[src/rtl/snoop_bus_arbiter.sv]
// Round-robin arbiter for the shared snooping bus: grants one of three CPUs,
// broadcasts its message, collects listener acks/shared flags and reports completion.
module snoop_bus_arbiter #(
  parameter int unsigned MSG_W   = 10,
  parameter int unsigned TIMEOUT = 8
) (
  input  logic               clock,
  input  logic               clear,
  input  logic [2:0]         req,
  input  logic [3*MSG_W-1:0] msg_in,
  input  logic [2:0]         snoop_ack,
  input  logic [2:0]         snoop_shared,
  output logic [2:0]         grant,
  output logic [MSG_W-1:0]   bus,
  output logic               bus_valid,
  output logic [2:0]         listen_en,
  output logic               done,
  output logic               shared,
  output logic               timeout,
  output logic               busy
);

  typedef enum logic [2:0] {
    S_IDLE,
    S_GRANT,
    S_BCAST,
    S_SNOOP,
    S_DONE
  } state_e;

  state_e           state_q, state_d;
  logic [2:0]       grant_q, grant_d;
  logic [MSG_W-1:0] bus_q, bus_d;
  logic             bus_valid_q, bus_valid_d;
  logic [2:0]       listen_q, listen_d;
  logic             done_q, done_d;
  logic             shared_q, shared_d;
  logic             timeout_q, timeout_d;
  logic [1:0]       last_q, last_d;
  logic [2:0]       ack_q, ack_d;
  logic [2:0]       shr_q, shr_d;
  logic [7:0]       timer_q, timer_d;

  logic [2:0]       pick_oh;
  logic [1:0]       widx;
  logic [MSG_W-1:0] msg_sel;
  logic [2:0]       new_ack;
  logic [2:0]       new_shr;
  logic             covered;

  // Search starts just after the previous winner and wraps.
  always_comb begin
    pick_oh = '0;
    unique case (last_q)
      2'd0: begin
        if      (req[1]) pick_oh = 3'b010;
        else if (req[2]) pick_oh = 3'b100;
        else if (req[0]) pick_oh = 3'b001;
      end
      2'd1: begin
        if      (req[2]) pick_oh = 3'b100;
        else if (req[0]) pick_oh = 3'b001;
        else if (req[1]) pick_oh = 3'b010;
      end
      default: begin
        if      (req[0]) pick_oh = 3'b001;
        else if (req[1]) pick_oh = 3'b010;
        else if (req[2]) pick_oh = 3'b100;
      end
    endcase
  end

  always_comb begin
    widx    = grant_q[2] ? 2'd2 : (grant_q[1] ? 2'd1 : 2'd0);
    msg_sel = grant_q[2] ? msg_in[2*MSG_W +: MSG_W] :
              grant_q[1] ? msg_in[MSG_W +: MSG_W]   :
                           msg_in[0 +: MSG_W];
    new_ack = snoop_ack & listen_q;
    new_shr = new_ack & snoop_shared;
    covered = ((ack_q | new_ack) & listen_q) == listen_q;
  end

  always_comb begin
    state_d     = state_q;
    grant_d     = grant_q;
    bus_d       = bus_q;
    bus_valid_d = 1'b0;
    listen_d    = listen_q;
    done_d      = 1'b0;
    shared_d    = shared_q;
    timeout_d   = timeout_q;
    last_d      = last_q;
    ack_d       = ack_q;
    shr_d       = shr_q;
    timer_d     = timer_q;
    unique case (state_q)
      S_IDLE: begin
        if (|req) begin
          grant_d = pick_oh;
          state_d = S_GRANT;
        end
      end
      S_GRANT: begin
        bus_d       = msg_sel;
        bus_valid_d = 1'b1;
        state_d     = S_BCAST;
      end
      S_BCAST: begin
        listen_d = ~grant_q;
        ack_d    = '0;
        shr_d    = '0;
        timer_d  = '0;
        state_d  = S_SNOOP;
      end
      S_SNOOP: begin
        ack_d   = ack_q | new_ack;
        shr_d   = shr_q | new_shr;
        timer_d = timer_q + 8'd1;
        // done/shared/timeout are registered here so they appear during DONE.
        if (covered || (timer_q == 8'(TIMEOUT - 1))) begin
          done_d    = 1'b1;
          shared_d  = |(shr_q | new_shr);
          timeout_d = ~covered;
          state_d   = S_DONE;
        end
      end
      S_DONE: begin
        listen_d = '0;
        last_d   = widx;
        grant_d  = '0;
        state_d  = S_IDLE;
      end
      default: state_d = S_IDLE;
    endcase
  end

  always_ff @(posedge clock) begin
    if (clear) begin
      state_q     <= S_IDLE;
      grant_q     <= '0;
      bus_q       <= '0;
      bus_valid_q <= 1'b0;
      listen_q    <= '0;
      done_q      <= 1'b0;
      shared_q    <= 1'b0;
      timeout_q   <= 1'b0;
      last_q      <= 2'd2;
      ack_q       <= '0;
      shr_q       <= '0;
      timer_q     <= '0;
    end else begin
      state_q     <= state_d;
      grant_q     <= grant_d;
      bus_q       <= bus_d;
      bus_valid_q <= bus_valid_d;
      listen_q    <= listen_d;
      done_q      <= done_d;
      shared_q    <= shared_d;
      timeout_q   <= timeout_d;
      last_q      <= last_d;
      ack_q       <= ack_d;
      shr_q       <= shr_d;
      timer_q     <= timer_d;
    end
  end

  assign grant     = grant_q;
  assign bus       = bus_q;
  assign bus_valid = bus_valid_q;
  assign listen_en = listen_q;
  assign done      = done_q;
  assign shared    = shared_q;
  assign timeout   = timeout_q;
  assign busy      = (state_q != S_IDLE);

endmodule

[config.mk]
export PLATFORM = sky130hd
export DESIGN_NAME = snoop_bus_arbiter
export DESIGN_NICKNAME = d
export VERILOG_FILES = /design/src/rtl/snoop_bus_arbiter.sv
export SDC_FILE = /design/constraint.sdc
export NUM_CORES = 1
export LEC_CHECK = 0
export CAP_MARGIN = 30
export CORE_ASPECT_RATIO = 1.4
export CORE_MARGIN = 2
export CORE_UTILIZATION = 41
export DETAILED_ROUTE_END_ITERATION = 8
export PLACE_DENSITY = 0.76
export SETUP_SLACK_MARGIN = 0.15
export SYNTH_ARGS = -nofsm -noshare
export SYNTH_HDL_FRONTEND = slang
export SYNTH_SLANG_ARGS = --single-unit
[constraint.sdc]
create_clock -name clock -period 1.8 [get_ports clock]
set_clock_uncertainty 0.15 [all_clocks]
set_input_delay 0.27 -clock clock [delete_from_list [all_inputs] [get_ports clock]]
set_output_delay 0.27 -clock clock [all_outputs]
set_load 0.05 [all_outputs]
==> results of run 1 <==
## metrics by stage
stage | cell area, µm² | setup TNS, ns | hold WS [ns] | util | cells
finish | 2840 | -0.0247 | 0.309 | 0.664 | 381
global route | 2840 | -0.228 | 0.329 | 0.664 | 381
CTS | 2790 | -0.0345 | 0.309 | 0.652 | 377
detailed placement | 2570 | -0.0394 | 0.298 | 0.602 | 363
global placement | 2570 | 0 | 0.293 | 0.602 | 363
floorplan | 1840 | 0 | 0.288 | - | 238
## state kept, by name (all words and copies together) (netlist names), 2 cells and up
name,count
grant,3
state_q,3
shr_q,3
ack_q,3
last_q,2
timer_q,8
bus,10
listen_en,3
## worst max-delay path, cell delays in order, from the launching register on
cell and delay, ns:
dfxtp_2 0.32, or4_1 0.51, or3_4 0.36, a211oi_1 0.30
a211oi_2 0.08
## layout make-up
class,count,area [µm²]
timing repair buffer,90,816
multi-input combinational,179,1010
sequential,39,792
clock buffer,6,82.6
fill,387,1440
tap,60,75.1
clock inverter,2,38.8
inverter,5,21.3
## worst paths after layout
check | to | slack, ns | depth (start not counted)
worst max-delay path | shared | -0.02 | 4
worst min-delay path | bus[0] | 0.31 | 2
worst max register to register | shared | -0.02 | 4
worst min register to register | bus[0] | 0.31 | 2
## metal layers
layer,part of all wire,track usage,vias to the layer above
met3,0.065,0.0374,6
met1,0.43,0.211,876
met5,0,0,-
met4,0.015,0.0692,0
li1,-,-,991
met2,0.49,0.321,60
## cell usage in the layout, fill, tap and decap left out, drive strengths merged, types with 4 or more instances in the layout
| master | instances |
|---|---|
| nor3b | 4 |
| a31oi | 7 |
| buf | 50 |
| nor2 | 32 |
| clkbuf | 6 |
| nand2 | 44 |
| a32oi | 4 |
| a21oi | 25 |
| o21ai | 13 |
| or3 | 5 |
| nand3 | 5 |
| clkdlybuf4s50 | 40 |
| mux2i | 10 |
| nor3 | 6 |
| nand3b | 4 |
| dfxtp | 39 |
| inv | 6 |
## power groups by stage
stage,registers [mW],logic (mW),clock network (mW)
after floorplan,1.07,0.205,0
after global placement,0.969,0.530,0
after detailed placement,0.970,0.535,0
after CTS,0.952,0.582,0.790
after global routing,0.956,0.647,0.831
final,0.949,0.601,0.778
## cells by family (layout without fill, tap and decap cells)
group | count (synthesis) | after routing | share of synthesized area
AND/OR/NAND/NOR | 108 | 108 | 0.271
buffers and inverters | 20 | 103 | 0.0456
adder cells (fa/ha/maj) | 1 | 1 | 0.00681
multiplexers | 12 | 12 | 0.0668
flip-flops | 39 | 39 | 0.425
AO/OA/AOI/OAI | 58 | 58 | 0.185
## repair_timing
action,4_1_cts,5_1_grt
setup endpoints to repair,19,18
pin swaps,3,1
buffers inserted,6,4
hold buffers,0,0
gates resized for setup,14,5
==> out/results.ini, run 1 <==
[finish]
drive_gt1_frac = 0.237
areaGrowthSynthToFinish_pct = 54.4
final_nets = 362
antenna_cells = 0

[cts]
cts.sinks = 39
cts_made_buffers = 5
root_buffer = clkbuf_8
tritoncts = built
cts_max_level = 2
insertion_delay_ns = 0.30
cts.clk_slew.worst_paths_ns = 0.07
cts.path.max_buffers = 2

[pwr]
leakage_nw = 1.11
vdd_drop_max_mv = 0.790
clkPwrFrac = 0.334
power.total_mw = 2.33
power.density_nw_per_um2 = 821
seqPwrFrac = 0.408
comb_power_share = 0.258
p_switching_uw = 688
p_sw_frac = 0.296
power.internal_mw = 1.64

[floorplan]
dieArea_um2 = 5040
coreArea_um2 = 4270
initial_utilization = 0.430
num_io_pins = 62
row_count = 28
die_x_um = 60.6
die_h_um = 83.2

[route]
first_pass_iters = 4
drc_errors = 0
totalWireLength_um = 4720
dr.first_iter.drc_count = 80
ant_nets = 0
wl_per_cell_um = 12.4
vias = 1933
vias_per_cell = 5.07

[global_routing]
grt_use_total = 0.184
grt_start_max_net_pins = 25
grt_pass1_vias = 1747
antenna_found_initial = 0
grt.overflow.total = 0
grt_pass1_wl_um = 7370

[sta]
fin_crit_sh = 1.01
finalSetupViolCount = 1
period_needed_ns = 1.82
worst_slew_pin_slew_ns = 0.429
final_hold_viol_count = 0
maxSlewHeadroom = 0.714
drv_slew = 0
rsz0062_at_grt = true
fin_ws_ns = -0.0247
max_freq_ghz = 0.548

[logic_synthesis]
ys_types = 34
syn_area_um2 = 1840
synth_edf_count = 0
yosys_most_used_dff = dfxtp_1
ys_top_cells_by_area = dfxtp_1, nand2_1, a21oi_1
synth.avg_cell_area_um2 = 7.72
netlist.area_leader.share = 0.425
synth_common_cells = nand2_1, dfxtp_1, nor2_1
syn_inst = 238
syn_nets = 280
ys_seq_area_frac = 0.425
yosysTopAreaCell = dfxtp_1
yosys_warnings = 0
synth-async-reset-ratio = 0
ys_ff_latch = 39
synth.most_common_cell = nand2_1

[critical_path]
worstSetupStartpoint = timer_q[3]
start_kind = flip-flop
worstPathRequired_ns = 1.83
cp.arrival_ns = 1.85
rr_startpoint = timer_q[3]
cp-end-kind = flip-flop
crit_path_max_fanout = 3
crit_type = reg -> reg

[run_status]
violations = negative setup slack
status = complete, but fails checks

[job]
drv_cap = 0

[hold_path]
min_from = bus[0]
holdCritPathClass = reg -> reg

[place]
place_ws_ns = -0.0213
place_congestion = 0.858
dp_hpwl_um = 3350
portBuffers = 61

Note: power is estimated with default switching activity, not from simulation.
==> run 2: changes to the inputs <==
--- a/config.mk
+++ b/config.mk
@@ -6,9 +6,10 @@
 export NUM_CORES = 1
 export LEC_CHECK = 0
 export CAP_MARGIN = 30
-export CORE_ASPECT_RATIO = 1.4
+export CORE_ASPECT_RATIO = 1.25
 export CORE_MARGIN = 2
 export CORE_UTILIZATION = 41
+export CTS_CLUSTER_SIZE = 8
 export DETAILED_ROUTE_END_ITERATION = 8
 export PLACE_DENSITY = 0.76
 export SETUP_SLACK_MARGIN = 0.15
==> out/results.ini, run 2 (synthesis gave the netlist of run 1 again) <==
[run_status]
status = complete, but fails checks
violations = negative setup slack

[job]
drv_cap = 0  ; unchanged

[critical_path]
worst_path_largest_cell_delay_ns = 0.51  ; about the same
worst-path-buf-inv = 1  ; +1
crit_path_max_fanout = 4  ; +1
crit_type = reg -> reg
start_kind = flip-flop
cp-end-kind = flip-flop
worstPathRequired_ns = 1.88  ; +0.05 ns
critPathTopFamily = simple AND/OR/NAND/NOR gates
cp.arrival_ns = 1.92  ; +0.07 ns
path_cells = or4_1 -> or3_4 -> a21o_1 -> buf_4 -> nor2_1
crit_path_top_delay_cell = or4_1

[floorplan]
die_x_um = 63.9  ; +5.4%
num_io_pins = 62  ; unchanged
dieArea_um2 = 5030  ; about the same
row_count = 27  ; -3.6%
die_h_um = 78.8  ; -5.2%
initial_utilization = 0.421  ; -0.00827
coreArea_um2 = 4360  ; +2.0%

[pwr]
power.density_nw_per_um2 = 811  ; -1.2%
clkPwrFrac = 0.324  ; -0.010
power.internal_mw = 1.58  ; -3.4%
p_sw_frac = 0.303  ; +0.00748
power.total_mw = 2.27  ; -2.4%
seqPwrFrac = 0.420  ; +0.012
leakage_nw = 1.10  ; -0.81%
vdd_drop_max_mv = 0.728  ; -7.9%
comb_power_share = 0.256  ; -0.002
p_switching_uw = 689  ; +0.11%

[cts]
cts_made_buffers = 5  ; unchanged
insertion_delay_ns = 0.30  ; about the same
cts.clk_slew.worst_paths_ns = 0.09  ; +0.02 ns
ctsHoldBuffers = 0  ; unchanged
cts_max_level = 2  ; unchanged
cts.path.max_buffers = 2  ; unchanged
cts.sinks = 39  ; unchanged
root_buffer = clkbuf_8
tritoncts = built

[finish]
antenna_cells = 0  ; unchanged
largest_reg_flops = 10  ; unchanged
final_nets = 358  ; -1.1%
areaGrowthSynthToFinish_pct = 52.6
drive_gt1_frac = 0.230  ; -0.00648
fillers = 352  ; -9.0%
final_common_cell = nand2_1
final_cell_mix = nand2_1, buf_4, clkdlybuf4s50_1

[global_routing]
grt_pass1_vias = 1768  ; +1.2%
antenna_found_initial = 0  ; unchanged
grt.overflow.total = 0  ; unchanged
grt_pass1_wl_um = 7750  ; +5.1%
grt_start_max_net_pins = 24  ; -4.0%
grt_use_total = 0.190  ; +0.00571

[sta]
max_freq_ghz = 0.546  ; -0.45%
fin_crit_sh = 1.02  ; +0.00461
fin_ws_ns = -0.0330  ; -0.00830 ns
worst_hold_slack_ns = 0.306  ; -0.00303 ns
final_hold_viol_count = 0  ; unchanged
drv_slew = 0  ; unchanged
finalSetupViolCount = 3  ; +2
rsz0062_at_grt = true
period_needed_ns = 1.83  ; +0.00830 ns
maxSlewHeadroom = 0.716  ; +0.00171
worst_slew_pin_slew_ns = 0.426  ; -0.00257 ns

[route]
drc_errors = 0  ; unchanged
first_pass_iters = 4  ; unchanged
dr.first_iter.drc_count = 80  ; unchanged
wl_per_cell_um = 12.3  ; -0.38%
vias_per_cell = 5.04  ; -0.66%
vias = 1890  ; -2.2%
totalWireLength_um = 4620  ; -2.0%
ant_nets = 0  ; unchanged

[hold_path]
holdCritPathClass = reg -> reg

[place]
place_congestion = 0.798  ; -7.0%
portBuffers = 61  ; unchanged
place_ws_ns = -0.0269  ; -0.00565 ns
dp_hpwl_um = 3270  ; -2.4%

[run 2: power groups by stage]
stage | logic, mW | clock network, mW | registers [mW]
after floorplan | 0.205 | 0 | 1.07
after detailed placement | 0.530 | 0 | 0.973
final | 0.581 | 0.738 | 0.955
after global placement | 0.526 | 0 | 0.970
after CTS | 0.576 | 0.747 | 0.956
after global routing | 0.625 | 0.781 | 0.961
[run 2: stage by stage]
step | area (µm²) | util | instances | setup TNS [ns]
3_3_place_gp | 2570 | 0.590 | 361 | 0
4_1_cts | 2780 | 0.637 | 375 | -0.0266
6_report | 2800 | 0.643 | 375 | -0.0625
2_1_floorplan | 1840 | - | 238 | 0
5_1_grt | 2800 | 0.643 | 375 | -0.253
3_5_place_dp | 2570 | 0.590 | 361 | -0.0373
[run 2: area by class of cell]
class	instances	area, µm²	area share
repair buffers	86	786	0.280
inverters	5	21.3	0.00759
well taps	58	72.6	0.0259
multi-input cells	179	1020	0.364
clock buffers	5	68.8	0.0246
flip-flops and latches	39	790	0.282
clock inverters	3	43.8	0.0156
[run 2: timing repair]
| action | 4_1_cts | 5_1_grt |
|---|---|---|
| setup endpoints to repair | 19 | 24 |
| resized for setup | 14 | 6 |
| hold endpoints to repair | 0 | 0 |
| pin swaps | 4 | 1 |
| setup buffers | 6 | 0 |
[run 2: worst paths after layout]
kind	slack, ns	cells past startpoint	from	to
min	0.31	2	bus[8]	bus[8]
min reg2reg	0.31	2	bus[8]	bus[8]
max	-0.03	5	timer_q[3]	state_q[2]
max reg2reg	-0.03	5	timer_q[3]	state_q[2]
[run 2: routing by layer]
metal,global-route usage,part of all wire
met5,0,0
met4,0.0804,0.016
met3,0.0552,0.074
met2,0.325,0.48
met1,0.218,0.43
[run 2: worst reg2reg max path, delay by kind of cell (launching register included)]
family / cells / cell delay, ns
AND/OR/NAND/NOR: 3 / 0.97
flip-flops: 1 / 0.32
AO/OA/AOI/OAI: 1 / 0.21
buffers and inverters: 1 / 0.14
==> run 3: changes to the inputs <==
--- a/config.mk
+++ b/config.mk
@@ -6,12 +6,12 @@
 export NUM_CORES = 1
 export LEC_CHECK = 0
 export CAP_MARGIN = 30
-export CORE_ASPECT_RATIO = 1.25
+export CORE_ASPECT_RATIO = 1.1
 export CORE_MARGIN = 2
-export CORE_UTILIZATION = 41
+export CORE_UTILIZATION = 45
 export CTS_CLUSTER_SIZE = 8
 export DETAILED_ROUTE_END_ITERATION = 8
-export PLACE_DENSITY = 0.76
+export PLACE_DENSITY = 0.79
 export SETUP_SLACK_MARGIN = 0.15
 export SYNTH_ARGS = -nofsm -noshare
 export SYNTH_HDL_FRONTEND = slang
==> constraint.sdc (replaced) <==
create_clock -name clock -period 1.7 [get_ports clock]
set_clock_uncertainty 0.15 [all_clocks]
set_input_delay 0.255 -clock clock [delete_from_list [all_inputs] [get_ports clock]]
set_output_delay 0.255 -clock clock [all_outputs]
set_load 0.05 [all_outputs]
==> out/results.ini, run 3 (synthesis gave the netlist of run 1 again) <==
[pwr]
leakage_nw = 1.14  ; +3.3%
power.density_nw_per_um2 = 781  ; -3.7%
vdd_drop_max_mv = 0.631  ; -13%

[critical_path]
path_cells = or4_1 -> or3_4 -> a21o_4 -> a211oi_2
worst_path_largest_cell_delay_ns = 0.50  ; about the same
cp-end-kind = flip-flop
crit_path_top_delay_cell = or4_1
worstPathRequired_ns = 1.76  ; -0.12 ns
crit_path_max_fanout = 4  ; unchanged
crit_type = reg -> reg
cp.arrival_ns = 1.92  ; about the same
worst-path-buf-inv = 0  ; -1
critPathTopFamily = simple AND/OR/NAND/NOR gates
start_kind = flip-flop

[finish]
final_cell_mix = nand2_1, clkdlybuf4s50_1, buf_4
final_nets = 361  ; +0.84%
regArea_um2 = 798  ; +1.1%
areaGrowthSynthToFinish_pct = 60.6
final_common_cell = nand2_1
largest_reg_flops = 10  ; unchanged
drive_gt1_frac = 0.295  ; +0.0644
antenna_cells = 0  ; unchanged
fillers = 280  ; -20%
multi_input_area_um2 = 1120  ; +9.6%

[cts]
cts.path.max_buffers = 2  ; unchanged
cts.clk_slew.worst_paths_ns = 0.07  ; -0.02 ns
cts_max_level = 2  ; unchanged
ctsHoldBuffers = 0  ; unchanged
cts_made_buffers = 5  ; unchanged
insertion_delay_ns = 0.29  ; about the same
root_buffer = clkbuf_8
cts.sinks = 39  ; unchanged
tritoncts = built

[sta]
fin_ws_ns = -0.159  ; -0.126 ns
finalSetupViolCount = 7  ; +4
fin_crit_sh = 1.09  ; +0.0750
worst_slew_pin_slew_ns = 0.260  ; -0.166 ns
drv_slew = 0  ; unchanged
final_hold_viol_count = 0  ; unchanged
worst_hold_slack_ns = 0.306  ; -0.000120 ns
max_freq_ghz = 0.538  ; -1.4%
period_needed_ns = 1.86  ; +0.0256 ns
maxSlewHeadroom = 0.826  ; +0.110
rsz0062_at_grt = true
tns_ns = -0.573  ; -0.511 ns

[route]
drc_errors = 0  ; unchanged
wl_per_cell_um = 13.5  ; +9.7%
ant_nets = 0  ; unchanged
dr.first_iter.drc_count = 86  ; +7.5%
vias = 1970  ; +4.2%
vias_per_cell = 5.31  ; +5.4%
first_pass_iters = 4  ; unchanged
totalWireLength_um = 5020  ; +8.5%

[global_routing]
grt_start_max_net_pins = 23  ; -4.2%
grt_use_total = 0.218  ; +0.0280
antenna_found_initial = 0  ; unchanged
grt.overflow.total = 0  ; unchanged
grt_pass1_vias = 1777  ; +0.51%
grt_pass1_wl_um = 8000  ; +3.2%

[place]
place_ws_ns = -0.116  ; -0.0895 ns
portBuffers = 61  ; unchanged
dp_hpwl_um = 3320  ; +1.3%
place_congestion = 0.786  ; -1.5%

[floorplan]
coreArea_um2 = 3930  ; -9.7%
dieArea_um2 = 4610  ; -8.4%
row_count = 24  ; -11%
die_x_um = 64.9  ; +1.6%
initial_utilization = 0.467  ; +0.0454
die_h_um = 71.0  ; -9.9%
num_io_pins = 62  ; unchanged

[job]
drv_cap = 0  ; unchanged

[run_status]
violations = negative setup slack
status = complete, but fails checks

[hold_path]
holdCritPathClass = reg -> reg

[run 3: cell count changes in the layout (fill, tap and decap cells not counted), sizes merged]
cell,change
buf,+3
bufinv,-1
clkbuf,+1
clkinv,-1
[run 3: final cells by class]
| type | instances | share of cell area |
|---|---|---|
| tap | 52 | 0.0221 |
| clock inverter | 1 | 0.00170 |
| timing repair buffer | 89 | 0.292 |
| sequential | 39 | 0.271 |
| inverter | 5 | 0.00636 |
| multi-input combinational | 179 | 0.379 |
| clock buffer | 6 | 0.0280 |
[run 3: power breakdown]
part,total (mW),leakage [nW],switching (mW),internal [mW]
clock,0.636,0.0470,0.318,0.318
combinational,0.662,0.772,0.359,0.303
sequential,1.00,0.322,0.0453,0.960
[run 3: repair_timing]
item,4_1_cts,5_1_grt
gates resized for setup,10,38
endpoints found under the setup margin,26,26
buffers inserted,2,4
pin swaps,0,13
cloned,0,0
[run 3: metal layers]
metal / share of wire / global-route usage
met1: 0.43 / 0.270
met2: 0.48 / 0.364
met3: 0.084 / 0.0652
met4: 0.013 / 0.0638
met5: 0 / 0
[run 3: final timing paths]
path	cells past startpoint	slack, ns	from	endpoint
worst max register to register	4	-0.16	timer_q[3]	timeout
worst min-delay path	2	0.31	bus[6]	bus[6]
worst max-delay path	4	-0.16	timer_q[3]	timeout
worst min register to register	2	0.31	bus[6]	bus[6]
[run 3: through the flow]
stage           util  total power [mW]  cell area, µm²  cells
2_1_floorplan      -              1.36            1860    238
3_3_place_gp   0.669              1.61            2630    358
3_5_place_dp   0.669              1.62            2630    358
4_1_cts        0.704              2.26            2770    367
5_1_grt        0.750              2.40            2950    371
6_report       0.750              2.30            2950    371
[run 3: tightest hold or removal path, stage by stage, from the launching register on]
cell and delay, ns:
dfxtp_1 0.31, nand2_1 0.05, a21oi_1 0.05
